`config.mk`:
```
export PLATFORM = sky130hd
export DESIGN_NAME = mult_op_sequencer
export DESIGN_NICKNAME = d
export VERILOG_FILES = /design/src/rtl/mult_op_sequencer.sv
export SDC_FILE = /design/constraint.sdc
export NUM_CORES = 1
export LEC_CHECK = 0
export BUFFER_PORTS_ARGS = -buffer_cell sky130_fd_sc_hd__buf_2
export CAP_MARGIN = 20
export CORE_MARGIN = 2
export CORE_UTILIZATION = 55
export DETAILED_ROUTE_END_ITERATION = 7
export PLACE_DENSITY_LB_ADDON = 0.2
export REMOVE_ABC_BUFFERS = 1
export SKIP_CTS_REPAIR_TIMING = 1
export SLEW_MARGIN = 20
export SYNTH_ARGS = -nofsm -noshare
export SYNTH_HDL_FRONTEND = slang
export SYNTH_SLANG_ARGS = --single-unit
```
`constraint.sdc`:
```
create_clock -name clk -period 5.51 [get_ports clk]
set_input_delay 0.2755 -clock clk [delete_from_list [all_inputs] [get_ports clk]]
set_output_delay 0.2755 -clock clk [all_outputs]
set_load 0.02 [all_outputs]
```
`src/rtl/mult_op_sequencer.sv`:
```
// Clocked sequencer around an external 4x4 combinational multiplier: it accepts operands,
// holds them for a settle time, captures the product and optionally accumulates it.
module mult_op_sequencer #(
   parameter int unsigned SETTLE_CYCLES = 1,
   parameter int unsigned ACC_W         = 12
) (
   input  logic             clk,
   input  logic             rst_n,
   input  logic             in_valid,
   output logic             in_ready,
   input  logic [3:0]       in_a,
   input  logic [3:0]       in_b,
   input  logic             in_acc,
   input  logic             acc_clr,
   output logic [3:0]       mult_m,
   output logic [3:0]       mult_q,
   input  logic [7:0]       mult_p,
   output logic             out_valid,
   input  logic             out_ready,
   output logic [7:0]       out_prod,
   output logic [ACC_W-1:0] out_acc,
   output logic             acc_ovf,
   output logic             busy
);

   if (SETTLE_CYCLES < 1 || SETTLE_CYCLES > 7) begin : g_bad_settle
      $error("SETTLE_CYCLES must be in 1..7");
   end
   if (ACC_W < 8) begin : g_bad_acc_w
      $error("ACC_W must be at least 8");
   end

   typedef enum logic [1:0] {StIdle, StSettle, StDone} state_e;

   state_e           state;
   logic [2:0]       cnt;
   logic             acc_flag;
   logic [ACC_W-1:0] acc_base;
   logic [ACC_W:0]   acc_sum;

   // Clear takes effect before the add when both land on the same edge.
   always_comb begin
      acc_base = acc_clr ? '0 : out_acc;
      acc_sum  = {1'b0, acc_base} + {{(ACC_W - 7){1'b0}}, mult_p};
   end

   assign in_ready = (state == StIdle);
   assign busy     = ~in_ready;

   always_ff @(posedge clk) begin
      if (!rst_n) begin
         state     <= StIdle;
         cnt       <= '0;
         acc_flag  <= 1'b0;
         mult_m    <= '0;
         mult_q    <= '0;
         out_prod  <= '0;
         out_acc   <= '0;
         acc_ovf   <= 1'b0;
         out_valid <= 1'b0;
      end else begin
         if (acc_clr) begin
            out_acc <= '0;
            acc_ovf <= 1'b0;
         end
         case (state)
            StIdle: begin
               if (in_valid) begin
                  mult_m   <= in_a;
                  mult_q   <= in_b;
                  acc_flag <= in_acc;
                  cnt      <= 3'(SETTLE_CYCLES - 1);
                  state    <= StSettle;
               end
            end
            StSettle: begin
               if (cnt != 3'd0) begin
                  cnt <= cnt - 3'd1;
               end else begin
                  out_prod  <= mult_p;
                  out_valid <= 1'b1;
                  state     <= StDone;
                  if (acc_flag) begin
                     out_acc <= acc_sum[ACC_W-1:0];
                     acc_ovf <= (acc_ovf & ~acc_clr) | acc_sum[ACC_W];
                  end
               end
            end
            StDone: begin
               if (out_ready) begin
                  out_valid <= 1'b0;
                  state     <= StIdle;
               end
            end
            default: state <= StIdle;
         endcase
      end
   end

endmodule

```
# ---- Word level (Yosys, flattened, before mapping)
# Cells that the tools add are included.
dict set report word_totals {
  register_bits 36
  latchBits 0
  mem_bits_rw 0
  rom_bits 0
  inputBits 22
  wordCells 49
  mem_count 0
}
dict set report op_classes {
  add_sub_neg 2
  mul 0
  div 0
  magnitude_cmp 0
  eq_ne 6
  n_shift 0
  n_mux 18
  n_bitwise 5
  reduce_logical 9
}
# op count
set op_table {}
lappend op_table {{12-bit two-way mux} 4}
lappend op_table {{12-bit by 8-bit adder with 13-bit output} 1}
lappend op_table {{3-bit AND reduction} 3}
lappend op_table {{2-bit inequality test (second input constant)} 4}
lappend op_table {{1-bit two-way mux} 6}
lappend op_table {{2-bit two-way mux} 3}
lappend op_table {{3-bit two-way mux} 2}
lappend op_table {{2-bit case mux with 3 select lines} 1}
lappend op_table {{3-bit case mux with 2 select lines} 1}
lappend op_table {{2-bit AND reduction} 2}
lappend op_table {{2-bit nonzero test} 2}
lappend op_table {{1-bit inverter} 3}
lappend op_table {{3-bit nonzero test} 1}
lappend op_table {{3-bit by 1-bit subtractor with 3-bit output (second input constant)} 1}
lappend op_table {{2-bit by 1-bit equality test with 1-bit output (second input constant)} 1}
lappend op_table {{2-bit equality test (second input constant)} 1}
lappend op_table {{2-bit zero test} 1}
lappend op_table {{1-bit case mux with 2 select lines} 1}
lappend op_table {{1-bit bitwise AND} 1}
lappend op_table {{1-bit bitwise OR} 1}

# ---- Longest topological paths before layout
dict set report depth {
  word_depth 6
  depth_mapped 10
  mapped_depth_nobuf 9
}

# ---- Worst setup path after synthesis
# Ideal clock, no wire load.
dict set report synth_timing {
  path_type {register -> register}
  start {register out_acc[0]}
  end {register out_acc[10]}
  setup_ns 0.115
  t_arrival_ns 2.168
  path_slack_ns 3.228
  stages_incl_launch_ff 10
  path_buffers 0
  period_less_slack_ns 2.282
  path_cell_list {dfxtp_1 > nor2b_1 > ha_1 > inv_1 > fa_1 > nand2b_1 > a21oi_1 > a21oi_1 > o31a_1 > o21a_1}
}
dict set report synth_between {
  elab_chain_cells 5
}
# element line_no
set synth_rtl {}
lappend synth_rtl {{start, declared} 21} ;# output logic [ACC_W-1:0] out_acc,
lappend synth_rtl {{start signal, assigned} 84} ;# out_acc <= acc_sum[ACC_W-1:0];
lappend synth_rtl {{12-bit two-way mux} 43} ;# acc_base = acc_clr ? '0 : out_acc;
lappend synth_rtl {{12-bit by 8-bit adder with 13-bit output} 44} ;# acc_sum = {1'b0, acc_base} + {{(ACC_W - 7){1'b0}}, mult_p};
lappend synth_rtl {{12-bit two-way mux} 83} ;# if (acc_flag) begin
lappend synth_rtl {{12-bit two-way mux} 77} ;# if (cnt != 3'd0) begin
lappend synth_rtl {{12-bit two-way mux} 66} ;# case (state)
# No other way between the ends.
# A chain may end at the register's enable or synchronous reset.

# ---- Worst setup path in the final report
# Ends and elaborated chain as after synthesis.

==> results.md <==
* Final Critical Period at 2.30 ns
* Number of detailed-route iterations in the first pass at 4
* Layout area overhead at 17.8%
* Critical path fanouts, max at 5
* Yosys Warn Count at 0
* Worst endpoint data arrival time at 2.56 ns
* CTS tree: built
* Fin crit share at 41.8%
* FMAX at 435 MHz
* Total global-route track usage at 22.0%
* IO Port Bufs at 53
* Setup TNS Final at 0 ns
* Via-per-instance ratio at 5.18
* R2r worst-path depth at 9
* Num CTS Buffers at 5
* Io pins at 54
* Relative slew slack at 60.0%
* Static Leakage at 0.987 nW
* Levels on crit path at 9
* Largest net degree at the start of global routing at 41
* Syn Area/Cell at 8.66 um^2
* Vias in the first global route at 1496
* CP endpoint: out_acc[10]
* Area leader, netlist: dfxtp_1
* Root Driver: clkbuf_4
* Routability cong. at 0.842
* Power Total at 0.479 mW
* Final hold vios at 0
* Fin. max-slew vios at 0
* First-pass GRT wire length at 6080 um
* Max H-tree Level at 2
* Drt total wl at 3830 um
* Ranking of synthesized cells by area: dfxtp_1, nor2b_1, ha_1, nand2_1, mux2i_1
* CP Cell Sequence: nor2b_1, ha_1, inv_1, fa_1, nand2b_1, a21oi_1, a21oi_1, o31a_1, o21a_1
* Starting Density at 56.4%
* Site Rows at 21
* Total gr overflow at 0
* WP buf/inv at 1
* Post-synth top area share at 38.9%
* Crit start category: register
* Core outline area at 3280 um^2
* Die height at 62.0 um
* Fin util at 66.5%
* Setup crit start: out_acc[0]
* Reg2reg setup slack at 3.21 ns
* Critical-path top delay cell: fa_1
* PwrDens at 220 nW/um^2
* HP Class: in2reg
* Clk buf depth at 2
* WP data required at 5.77 ns
* Maximum VDD drop at 0.152 mV
* Via count at 1610
* Wire per inst at 12.3 um
* Die ar. at 3850 um^2
* Setup Skew at 0.00744 ns
* Setup crit end kind: register
* Critical Path Max Stage Delay at 0.38 ns
* Final setup vio count at 0
* DRC viols at 0
* Post-synthesis cell count at 214
* Mapped cell area at 1850 um^2
* Max cap viols at 0
* RSZ-0062 raised after global routing: false
* #FFs+latches synth at 36
* Post-route ant nets at 0
* Number of antenna diodes at 0
* Share of the yosys chip area belonging to registers at 38.9%
* Worst-path clk slew at 0.11 ns
* Cell mode on critical path: a21oi_1
* Clock Latency Late Sink at 0.35 ns
* Layout cell share with drive strength beyond 1 at 24.2%
* Final net count at 298
* CTS Sinks at 36
* CP Class: reg2reg
* Distinct cells, synth at 42
* Detailed Place HPWL at 2830 um
* Chip Width at 62.0 um
* Reg2Reg Launch Point: out_acc[0]
* CP delay by family, top: compound AO/OA/AOI/OAI gates
* DR iter-0 viols at 73
* Status: completed
* Least-Margin Pin Slew at 0.600 ns
* FF-to-FF End: out_acc[10]
* Initial antenna violation count at 0
==> layout make-up <==
type,count,area [um^2]
Inverter,8,30.0
Multi-Input combinational cell,161,1060
Fill cell,311,1100
Timing Repair Buffer,53,265
Sequential cell,36,721
Clock inverter,2,12.5
Clock buffer,5,37.5
Tap cell,46,57.6
==> tightest hold or removal path, delay by kind of cell <==
kind,cells,cell delay [ns]
AOI/OAI and AO/OA,1,0.06
buffers and inverters,1,0.10
and+or+nand+nor,1,0.04
==> cells in the final DEF (no fill, tap or decap), types with 4 or more instances in the layout <==
cell / instances
ha_1: 10
a21oi_1: 11
mux2i_1: 8
dfxtp_1: 36
inv_1: 8
o21ai_0: 8
o21a_1: 4
clkbuf_4: 5
nand2_1: 30
nand3_1: 5
nor2b_1: 22
nand2b_1: 4
buf_2: 53
a21boi_0: 10
nor2_1: 10
==> cells in the mapped netlist <==
cell and count:
nor3_1 1, ha_1 10, nand2b_1 4, mux2i_1 8, buf_4 1, and4bb_2 1
o21a_1 4, xnor2_1 3, fa_1 1, a21boi_0 10, and3_1 1, o31a_1 1
or3_1 1, and2_1 3, inv_1 8, nand2_2 1, nand3b_1 2, o2111ai_1 1
a21oi_1 11, nand4_1 1, and3b_1 1, dfxtp_1 36, nor4_1 1, nor2_1 10
a32oi_1 1, or4b_1 1, o211ai_1 2, o31ai_1 3, nor2b_1 22, xor2_1 3
o21ai_0 8, buf_2 4, nand2_1 30, nand3_1 5, and2b_1 3, a21boi_1 1
nand3_2 1, a21o_1 1, nor3b_1 1, clkbuf_1 4, a211oi_1 2, o21ai_2 1
==> through the flow <==
stage	instance area, um^2	std cells	worst slack, ns	hold slack, ns
after floorplan	1810	205	3.23	0.393
final	2180	311	3.21	0.157
after global routing	2180	311	3.03	0.146
after CTS	2180	311	3.20	0.153
after detailed placement	2130	304	3.07	0.454
after global placement	2130	304	3.15	0.445
==> cells by family after synthesis <==
| family | Yosys count | share of synthesized area [%] |
|---|---|---|
| AO/OA/AOI/OAI | 46 | 16.3 |
| XOR/XNOR | 6 | 2.84 |
| adder cells (fa/ha/maj) | 11 | 7.83 |
| buffers and inverters | 17 | 3.92 |
| flip-flops | 36 | 38.9 |
| multiplexers | 8 | 4.32 |
| AND/OR/NAND/NOR | 90 | 25.9 |
==> per-layer routing <==
layer / vias to the layer above / track usage [%] / part of all wire (%)
met5: - / 0 / 0
met4: 0 / 8.81 / 1.7
met3: 6 / 7.25 / 5.0
met2: 40 / 36.9 / 49
met1: 736 / 25.7 / 44
li1: 828 / - / -
==> state kept, by name (all words and copies together) (netlist names), 2 cells and up <==
name / count
cnt: 3
mult_m: 4
mult_q: 4
out_acc: 12
out_prod: 8
state: 2
==> how the worst min path moves through the flow <==
| stage | endpoint | cells past startpoint | slack [ns] | startpoint |
|---|---|---|---|---|
| 6_report | mult_m[3] | 3 | 0.16 | in_a[3] |
| 5_1_grt | mult_q[0] | 3 | 0.15 | in_b[0] |
| 4_1_cts | mult_m[0] | 3 | 0.15 | in_a[0] |
| 3_5_place_dp | mult_m[0] | 2 | 0.45 | mult_m[0] |
| 3_3_place_gp | acc_ovf | 1 | 0.45 | acc_ovf |
| 2_1_floorplan | out_acc[1] | 1 | 0.39 | rst_n |
==> report_power, final <==
group          internal (mW)  switching, mW
clock                 0.0464         0.0889
combinational         0.0275         0.0426
sequential             0.269        0.00480
No activity file was read; power rests on OpenSTA's default activity.
